## src/rtl/gsm_buf_alloc_if.sv

```systemverilog
// gsm_buf_alloc bus bundle: ingress cell handshake, bank write port,
// buffer-free return path and status. slave = allocator, master = driver.
interface gsm_buf_alloc_if #(
  parameter int MWIDTH = 4,
  parameter int DWIDTH = 128,
  parameter int AWIDTH = 9
);
  logic              i_cell_valid;
  logic [DWIDTH-1:0] i_cell_data;
  logic [MWIDTH-1:0] i_cell_multicast;
  logic              o_cell_ready;
  logic              o_wr_en;
  logic [AWIDTH-1:0] o_wr_addr;
  logic [DWIDTH-1:0] o_wr_data;
  logic [MWIDTH-1:0] o_multicast;
  logic              i_buf_free;
  logic [AWIDTH-1:0] i_buf_free_addr;
  logic [AWIDTH:0]   o_free_count;
  logic              o_init_done;
  logic              o_drop;
  logic              o_err;

  modport slave (
    input  i_cell_valid, i_cell_data, i_cell_multicast,
    input  i_buf_free, i_buf_free_addr,
    output o_cell_ready, o_wr_en, o_wr_addr, o_wr_data,
    output o_multicast, o_free_count, o_init_done,
    output o_drop, o_err
  );

  modport master (
    output i_cell_valid, i_cell_data, i_cell_multicast,
    output i_buf_free, i_buf_free_addr,
    input  o_cell_ready, o_wr_en, o_wr_addr, o_wr_data,
    input  o_multicast, o_free_count, o_init_done,
    input  o_drop, o_err
  );
endinterface

```

## src/rtl/gsm_buf_alloc.sv

```systemverilog
// Free-list owner / ingress writer for one GSM bank.
// Ports: clk, rst (async high), clr (sync), bus (gsm_buf_alloc_if.slave).
// Option GSM_ALLOC_DUP_CHECK_EN: in-use bitmap rejects duplicate frees.
module gsm_buf_alloc #(
  parameter int MWIDTH = 4,
  parameter int DWIDTH = 128,
  parameter int AWIDTH = 9
) (
  input  logic clk,
  input  logic rst,
  input  logic clr,
  gsm_buf_alloc_if.slave bus
);
  localparam int DEPTH = 2 ** AWIDTH;

  typedef enum logic {S_INIT, S_RUN} state_t;

  state_t            state_q;
  logic [AWIDTH-1:0] head_q, tail_q, init_ptr_q;
  logic [AWIDTH:0]   count_q, count_d;
  logic [AWIDTH-1:0] list_q [DEPTH];
  logic              wr_en_q, drop_q, init_done_q, err_q;
  logic [AWIDTH-1:0] wr_addr_q;
  logic [DWIDTH-1:0] wr_data_q;
  logic [MWIDTH-1:0] mc_q;

  logic run, ready, accept, alloc, mc_zero;
  logic full, dup, free_req, free_ok, free_bad;
  logic list_we;
  logic [AWIDTH-1:0] list_wd, head_addr;

  assign run       = (state_q == S_RUN);
  assign head_addr = list_q[head_q];
  // clr gate keeps a cell from being accepted into a list being wiped
  assign ready   = run & (count_q != '0) & ~clr;
  assign accept  = bus.i_cell_valid & ready;
  assign alloc   = accept & (|bus.i_cell_multicast);
  assign mc_zero = accept & ~(|bus.i_cell_multicast);
  assign full    = (count_q == (AWIDTH+1)'(DEPTH));

`ifdef GSM_ALLOC_DUP_CHECK_EN
  logic [DEPTH-1:0] inuse_q;
  assign dup = ~inuse_q[bus.i_buf_free_addr];

  always_ff @(posedge clk or posedge rst) begin
    if (rst) begin
      inuse_q <= '0;
    end else if (clr) begin
      inuse_q <= '0;
    end else begin
      if (free_ok) inuse_q[bus.i_buf_free_addr] <= 1'b0;
      if (alloc)   inuse_q[head_addr] <= 1'b1;
    end
  end
`else
  assign dup = 1'b0;
`endif

  assign free_req = bus.i_buf_free & run & ~clr;
  assign free_ok  = free_req & ~full & ~dup;
  assign free_bad = free_req & (full | dup);

  // INIT seeds the list with 0..DEPTH-1; RUN appends returned addresses
  assign list_we = (~run & ~clr) | free_ok;
  assign list_wd = run ? bus.i_buf_free_addr : init_ptr_q;

  assign count_d = count_q + (AWIDTH+1)'(list_we)
                           - (AWIDTH+1)'(alloc);

  always_ff @(posedge clk) begin
    if (list_we) list_q[tail_q] <= list_wd;
  end

  always_ff @(posedge clk or posedge rst) begin
    if (rst) begin
      state_q     <= S_INIT;
      head_q      <= '0;
      tail_q      <= '0;
      init_ptr_q  <= '0;
      count_q     <= '0;
      wr_en_q     <= 1'b0;
      wr_addr_q   <= '0;
      wr_data_q   <= '0;
      mc_q        <= '0;
      drop_q      <= 1'b0;
      init_done_q <= 1'b0;
      err_q       <= 1'b0;
    end else if (clr) begin
      state_q     <= S_INIT;
      head_q      <= '0;
      tail_q      <= '0;
      init_ptr_q  <= '0;
      count_q     <= '0;
      wr_en_q     <= 1'b0;
      wr_addr_q   <= '0;
      wr_data_q   <= '0;
      mc_q        <= '0;
      drop_q      <= 1'b0;
      init_done_q <= 1'b0;
      err_q       <= 1'b0;
    end else begin
      tail_q  <= tail_q + AWIDTH'(list_we);
      head_q  <= head_q + AWIDTH'(alloc);
      count_q <= count_d;
      wr_en_q <= alloc;
      drop_q  <= mc_zero;
      err_q   <= err_q | free_bad;
      if (alloc) begin
        wr_addr_q <= head_addr;
        wr_data_q <= bus.i_cell_data;
        mc_q      <= bus.i_cell_multicast;
      end
      if (!run) begin
        init_ptr_q <= init_ptr_q + 1'b1;
        if (init_ptr_q == AWIDTH'(DEPTH - 1)) begin
          state_q     <= S_RUN;
          init_done_q <= 1'b1;
        end
      end
    end
  end

  assign bus.o_cell_ready = ready;
  assign bus.o_wr_en      = wr_en_q;
  assign bus.o_wr_addr    = wr_addr_q;
  assign bus.o_wr_data    = wr_data_q;
  assign bus.o_multicast  = mc_q;
  assign bus.o_free_count = count_q;
  assign bus.o_init_done  = init_done_q;
  assign bus.o_drop       = drop_q;
  assign bus.o_err        = err_q;
endmodule

```

## src/flat_wrapper.sv

```systemverilog
// flat-port wrapper written by rule: the top's interface ports become plain ports
module gsm_buf_alloc_flat 
#(
  parameter int MWIDTH = 4,
  parameter int DWIDTH = 128,
  parameter int AWIDTH = 9
)
  (clk, rst, clr, bus_i_cell_valid, bus_i_cell_data, bus_i_cell_multicast, bus_i_buf_free, bus_i_buf_free_addr, bus_o_cell_ready, bus_o_wr_en, bus_o_wr_addr, bus_o_wr_data, bus_o_multicast, bus_o_free_count, bus_o_init_done, bus_o_drop, bus_o_err);
  gsm_buf_alloc_if #(.MWIDTH(MWIDTH), .DWIDTH(DWIDTH), .AWIDTH(AWIDTH)) bus_i ();
  input  logic clk;
  input  logic rst;
  input  logic clr;
  input wire logic [$bits(bus_i.i_cell_valid)-1:0] bus_i_cell_valid;
  input wire logic [$bits(bus_i.i_cell_data)-1:0] bus_i_cell_data;
  input wire logic [$bits(bus_i.i_cell_multicast)-1:0] bus_i_cell_multicast;
  input wire logic [$bits(bus_i.i_buf_free)-1:0] bus_i_buf_free;
  input wire logic [$bits(bus_i.i_buf_free_addr)-1:0] bus_i_buf_free_addr;
  output wire logic [$bits(bus_i.o_cell_ready)-1:0] bus_o_cell_ready;
  output wire logic [$bits(bus_i.o_wr_en)-1:0] bus_o_wr_en;
  output wire logic [$bits(bus_i.o_wr_addr)-1:0] bus_o_wr_addr;
  output wire logic [$bits(bus_i.o_wr_data)-1:0] bus_o_wr_data;
  output wire logic [$bits(bus_i.o_multicast)-1:0] bus_o_multicast;
  output wire logic [$bits(bus_i.o_free_count)-1:0] bus_o_free_count;
  output wire logic [$bits(bus_i.o_init_done)-1:0] bus_o_init_done;
  output wire logic [$bits(bus_i.o_drop)-1:0] bus_o_drop;
  output wire logic [$bits(bus_i.o_err)-1:0] bus_o_err;
  assign bus_i.i_cell_valid = bus_i_cell_valid;
  assign bus_i.i_cell_data = bus_i_cell_data;
  assign bus_i.i_cell_multicast = bus_i_cell_multicast;
  assign bus_i.i_buf_free = bus_i_buf_free;
  assign bus_i.i_buf_free_addr = bus_i_buf_free_addr;
  assign bus_o_cell_ready = bus_i.o_cell_ready;
  assign bus_o_wr_en = bus_i.o_wr_en;
  assign bus_o_wr_addr = bus_i.o_wr_addr;
  assign bus_o_wr_data = bus_i.o_wr_data;
  assign bus_o_multicast = bus_i.o_multicast;
  assign bus_o_free_count = bus_i.o_free_count;
  assign bus_o_init_done = bus_i.o_init_done;
  assign bus_o_drop = bus_i.o_drop;
  assign bus_o_err = bus_i.o_err;
  gsm_buf_alloc #(.MWIDTH(MWIDTH), .DWIDTH(DWIDTH), .AWIDTH(AWIDTH)) u_core (.clk(clk), .rst(rst), .clr(clr), .bus(bus_i));
endmodule
```

## config.mk

```make
export PLATFORM = sky130hd
export DESIGN_NAME = gsm_buf_alloc_flat
export DESIGN_NICKNAME = d
export VERILOG_FILES = /design/src/rtl/gsm_buf_alloc_if.sv /design/src/rtl/gsm_buf_alloc.sv /design/src/flat_wrapper.sv
export SDC_FILE = /design/constraint.sdc
export NUM_CORES = 2
export LEC_CHECK = 0
export CAP_MARGIN = 10
export CORE_ASPECT_RATIO = 1.75
export CORE_UTILIZATION = 57
export CTS_CLUSTER_DIAMETER = 100
export CTS_CLUSTER_SIZE = 28
export DETAILED_ROUTE_END_ITERATION = 10
export PLACE_DENSITY = 0.7
export REMOVE_ABC_BUFFERS = 1
export SYNTH_ARGS = -nofsm -noshare
export SYNTH_HDL_FRONTEND = slang
export SYNTH_MEMORY_MAX_BITS = 65536
export SYNTH_SLANG_ARGS = --single-unit
```

## constraint.sdc

```tcl
create_clock -name clk -period 10.5 [get_ports clk]
set_input_delay 2.625 -clock clk [delete_from_list [all_inputs] [get_ports clk]]
set_output_delay 2.625 -clock clk [all_outputs]
set_load 0.05 [all_outputs]
```

# [Yosys cells after proc, flatten, opt, wreduce, memory -nomap -nowiden]
# Memory sizes are Yosys's and may differ from the RTL's.
# Index checks and enable logic that the tools add are counted.
[op_classes] n_addsub=5 eq_ne=3 muxes=23 bitwise_logic=16 reduce_logical=5
[op_table] operator="128-bit two-way mux" count=2
[op_table] operator="9-bit two-way mux" count=7
[op_table] operator="9-bit by 1-bit adder with 9-bit output" count=2
[op_table] operator="1-bit two-way mux" count=11
[op_table] operator="10-bit by 1-bit adder with 10-bit output" count=1
[op_table] operator="1-bit bitwise AND" count=10
[op_table] operator="10-bit == test, second input constant" count=1
[op_table] operator="10-bit two-way mux" count=1
[op_table] operator="10-bit nonzero test" count=1
[op_table] operator="10-bit by 1-bit subtractor with 10-bit output" count=1
[op_table] operator="9-bit by 1-bit adder with 9-bit output, second input constant" count=1
[op_table] operator="9-bit == test, second input constant" count=1
[op_table] operator="4-bit two-way mux" count=2
[op_table] operator="1-bit NOT" count=4
[op_table] operator="2-bit nonzero test" count=2
[op_table] operator="4-bit OR reduction" count=1
[op_table] operator="2-bit inequality test, second input constant" count=1
[op_table] operator="1-bit OR" count=2
[op_table] operator="2-bit AND reduction" count=1
[totals] ff_bits=183 ram_bits=4608 in_bits=146 out_inout_bits=156 elab_cells=65 n_memories=1
[mem_list] name="u_core.list_q" depth=512 width=9 read_ports=1 rd_ports_with_merged_regs=0 wr=1 line_no="gsm_buf_alloc.sv:21" rtl="logic [AWIDTH-1:0] list_q [DEPTH];"

# [Longest topological paths before layout]
[logic_depth] ltp_word=7 depth_mapped=20 mapped_depth_nobuf=17

# [Least setup slack after synthesis]
# Ideal clock, no wire load.
[synth_timing] kind="input port to flip-flop" from="input bus_i_buf_free_addr[4]" to="memory u_core.list_q[0][4] (data pin)" setup_ns=1.444 arrival_ns=8.618 slack_ns=0.438 cell_stages=2 path_buffers=0 path_cell_list="nand2_1 nand2_1"
[synth_via] elab_chain_len=1
[synth_lines] element="from (decl)" line_no="flat_wrapper.sv:17" rtl="input wire logic [$bits(bus_i.i_buf_free_addr)-1:0] bus_i_buf_free_addr;"
[synth_lines] element="9-bit two-way mux" line_no="gsm_buf_alloc.sv:65" rtl="assign list_wd = run ? bus.i_buf_free_addr : init_ptr_q;"
[synth_lines] element="named net u_core.list_wd[4]" line_no="gsm_buf_alloc.sv:30" rtl="logic [AWIDTH-1:0] list_wd, head_addr;"
[synth_lines] element="to (decl)" line_no="gsm_buf_alloc.sv:21"
# The timed path passes the listed nets, and every way through them passes these cells.

# [Final worst setup path]
[layout_timing] from="input clr" to="output bus_o_cell_ready"
[layout_via] elab_chain_len=2
[layout_lines] element="from (decl)" line_no="flat_wrapper.sv:12" rtl="input logic clr;"
[layout_lines] element="1-bit NOT" line_no="gsm_buf_alloc.sv:35" rtl="assign ready = run & (count_q != '0) & ~clr;"
[layout_lines] element="1-bit bitwise AND" line_no="gsm_buf_alloc.sv:35"
[layout_lines] element="to (decl)" line_no="flat_wrapper.sv:18" rtl="output wire logic [$bits(bus_i.o_cell_ready)-1:0] bus_o_cell_ready;"
# Every way passes these cells.

==> results.yml <==
grt:
  grt-ovfl-total: 0
  busiest_layer: "met2"
  groute.usage.overall: 0.331
  met2_usage: 0.542
  met1_usage: 0.388
  grt_pass1_vias: 96800
  grt_antenna_before_repair: 42
  grt_max_degree: 186
  grtUsageMet3: 0.0562
  grt_pass1_wl_um: 764000
sta:
  worst_pin_slew_ns: 1.48
  timing.hold.ws_ns: 0.519
  finalSetupTns_ns: 0
  max_slew_margin: 0.00306
  drv_slew: 0
  setup_viol: 0
  hold_viol: 0
  skew_ns: 0.0594
  fin_crit_sh: 0.655
  clock.fmax_mhz: 145
  rsz0062_at_grt: "false"
  min_period_ns: 6.88
floorplanning:
  dieArea_mm2: 0.331
  pin_count: 302
  die_h_um: 761
  start_util: 0.573
  core-area_mm2: 0.327
  die_w_um: 436
  num_rows: 278
hold_path:
  whs_path_depth: 2
  hold_start: "u_core.bus.o_init_done"
  min_to: "u_core.bus.o_init_done"
  hp-class: "reg -> reg"
layout:
  fin_area_mm2: 0.201
  fillers: 22600
  final_layout_size_suffix_gt1_frac: 0.147
  nets: 9827
  area_growth_pct: 7.00
synth:
  yosysSeqAreaShare: 0.762
  synth_top_area_cell: "edfxtp_1"
  yosys.cell_count.top_type: "edfxtp_1"
  async_flop_share: 0.0382
  yosys-top-cells-count: "edfxtp_1, mux4_2, mux2i_1, nor2_1, clkbuf_1"
  ys_ff_latch: 4791
  avgSynthCellArea_um2: 19.7
  synth_edf_count: 4608
  synth-main-ff-cell: "edfxtp_1"
  synth_cell_type_count: 75
  ys.warnings.count: 0
  synth_cells: 9528
  synth_area_mm2: 0.188
  synth.area.top_cells: "edfxtp_1, mux4_2, mux2i_1"
  synth_top_area_frac: 0.738
power:
  power.ir.vdd_worst_v: 0.000159
  leakage_nw: 59.6
  power_density_mw_per_mm2: 152
worst_setup_path:
  worstSetupPathType: "in -> out"
  cp_cell_sequence: "buf_4 -> a311oi_1 -> clkdlybuf4s50_1"
  rr_startpoint: "u_core.head_q[0]"
  rrSetupSlack_ns: 4.44
  max_stage_delay_ns: 0.92
  cp-end-kind: "output pin"
  cp_max_fo: 20
  cp_num_buf_inv: 2
  critPathLaunchType: "primary input"
  cp.arrival_ns: 4.25
  cpLargestDelayFamily: "buffers and inverters"
  slowest_stage: "clkdlybuf4s50_1"
  reg2regPathDepth: 10
  crit_required_ns: 7.88
  reg2reg_to: "u_core.bus.o_wr_addr[1]"
  startpoint: "clr"
place:
  port-buffer-count: 301
  gp_congestion: 1.03
  post-dp-hpwl_um: 349000
  place_area_mm2: 0.195
status:
  status: "finished with violations"
  failed_checks: "capacitance limit"
clock_network:
  cts_root_buffer: "clkbuf_16"
  clk_latency_ns: 0.96
  cts_resized: 0
  cts_made_buffers: 197
  cts.htree.levels: 4
  post_cts_buffers: 0
  clockBufferDepth: 4
  cts_sinks: 4791
  tritoncts: "yes"
  clkTransAtPathRegs_ns: 0.11
  hold_buffers: 0
flow_run:
  max_cap_violations: 1
detailed_routing:
  vias: 97600
  wirelength_um: 549000
  drt-initial-drc-count: 12900
  drc: 0
  dr.pass1.iters: 6
  postRouteAntennaNets: 0
  vias_per_cell: 6.92
  wl_per_cell_um: 38.9
-- layout make-up --
type	count	area (um^2)	area share
clock inverters	3	47.5	0.000237
diodes	34	85.1	0.000424
multi-input cells	4105	41500	0.207
repair buffers	542	5280	0.0263
inverters	22	108	0.000536
clock buffers	265	5270	0.0263
well taps	4340	5430	0.0271
flip-flops and latches	4791	143000	0.712
-- routing by layer --
layer	vias up	share of wire
met5	-	0.00013
li1	39000	-
met3	1389	0.088
met2	6201	0.49
met1	51000	0.32
met4	12	0.098
-- through the flow --
| step | total power, mW | std cells | util | setup WS [ns] |
|---|---|---|---|---|
| floorplan | 21.6 | 8918 | - | -44.71 |
| global placement | 21.9 | 13800 | 0.596 | 3.68 |
| detailed placement | 21.9 | 13800 | 0.597 | 3.63 |
| CTS | 30.6 | 14100 | 0.613 | 3.63 |
| global route | 31.2 | 14100 | 0.613 | 3.51 |
| finish | 30.5 | 14100 | 0.613 | 3.62 |
-- flip-flops by register name, summed over array words and instances (netlist names), 4 cells and up --
signal	count
u_core.bus.o_free_count	10
u_core.bus.o_multicast	4
u_core.bus.o_wr_addr	9
u_core.bus.o_wr_data	128
u_core.head_q	9
u_core.init_ptr_q	9
u_core.list_q	4608
u_core.tail_q	9
-- worst max-delay path by stage --
stage / slack [ns] / to / depth (start not counted)
5_1_grt: 3.51 / bus_o_cell_ready / 3
6_report: 3.62 / bus_o_cell_ready / 3
3_3_place_gp: 3.68 / u_core.bus.o_free_count[9] / 14
4_1_cts: 3.63 / bus_o_cell_ready / 3
2_1_floorplan: -44.71 / u_core.bus.o_wr_addr[2] / 8
3_5_place_dp: 3.63 / bus_o_cell_ready / 3
-- worst min-delay path, delay by kind of cell (launching register included) --
kind	cells	cell delay, ns
AND/OR/NAND/NOR	1	0.07
AO/OA/AOI/OAI	1	0.05
flip-flops	1	0.37
-- where the power goes --
part	switching, mW	internal, mW	total, mW
Clock	5.55	3.55	9.10
Sequential	0.0202	20.8	20.8
Combinational	0.442	0.176	0.618
-- cell families after synthesis --
logic type / Yosys count / synth area share
AND/OR/NAND/NOR: 1358 / 0.0319
buffers and inverters: 632 / 0.0193
AO/OA/AOI/OAI: 1093 / 0.0393
multiplexers: 1606 / 0.145
flip-flops: 4791 / 0.762
adder cells (fa/ha/maj): 22 / 0.00151
XOR/XNOR: 26 / 0.00121
-- placed cells by master (no fill, tap or decap), types with 9 or more instances in the layout --
cell                n
xor2_1              9
nand4_1            28
clkbuf_16         201
buf_12             36
buf_4             202
o221ai_1          246
a31oi_1            24
o21ai_0           209
a22oi_1            59
nor3_1             80
a211o_1            10
dfrtp_1           175
and2_1             17
nand3_1            72
nor2_1            631
a21oi_1           206
mux4_2            882
o211ai_1           17
o22ai_1           183
nand2_1           295
nand2b_1          134
clkdlybuf4s50_1   300
a22o_1             13
diode_2            34
a211oi_1           20
a221oi_1           11
nor4_1             10
nand3_4            12
mux2i_1           693
clkbuf_1           64
xnor2_1            17
mux2_2             23
ha_1               21
nor2b_1            16
edfxtp_1         4608
inv_1              16
(Power assumes the default switching activity.)
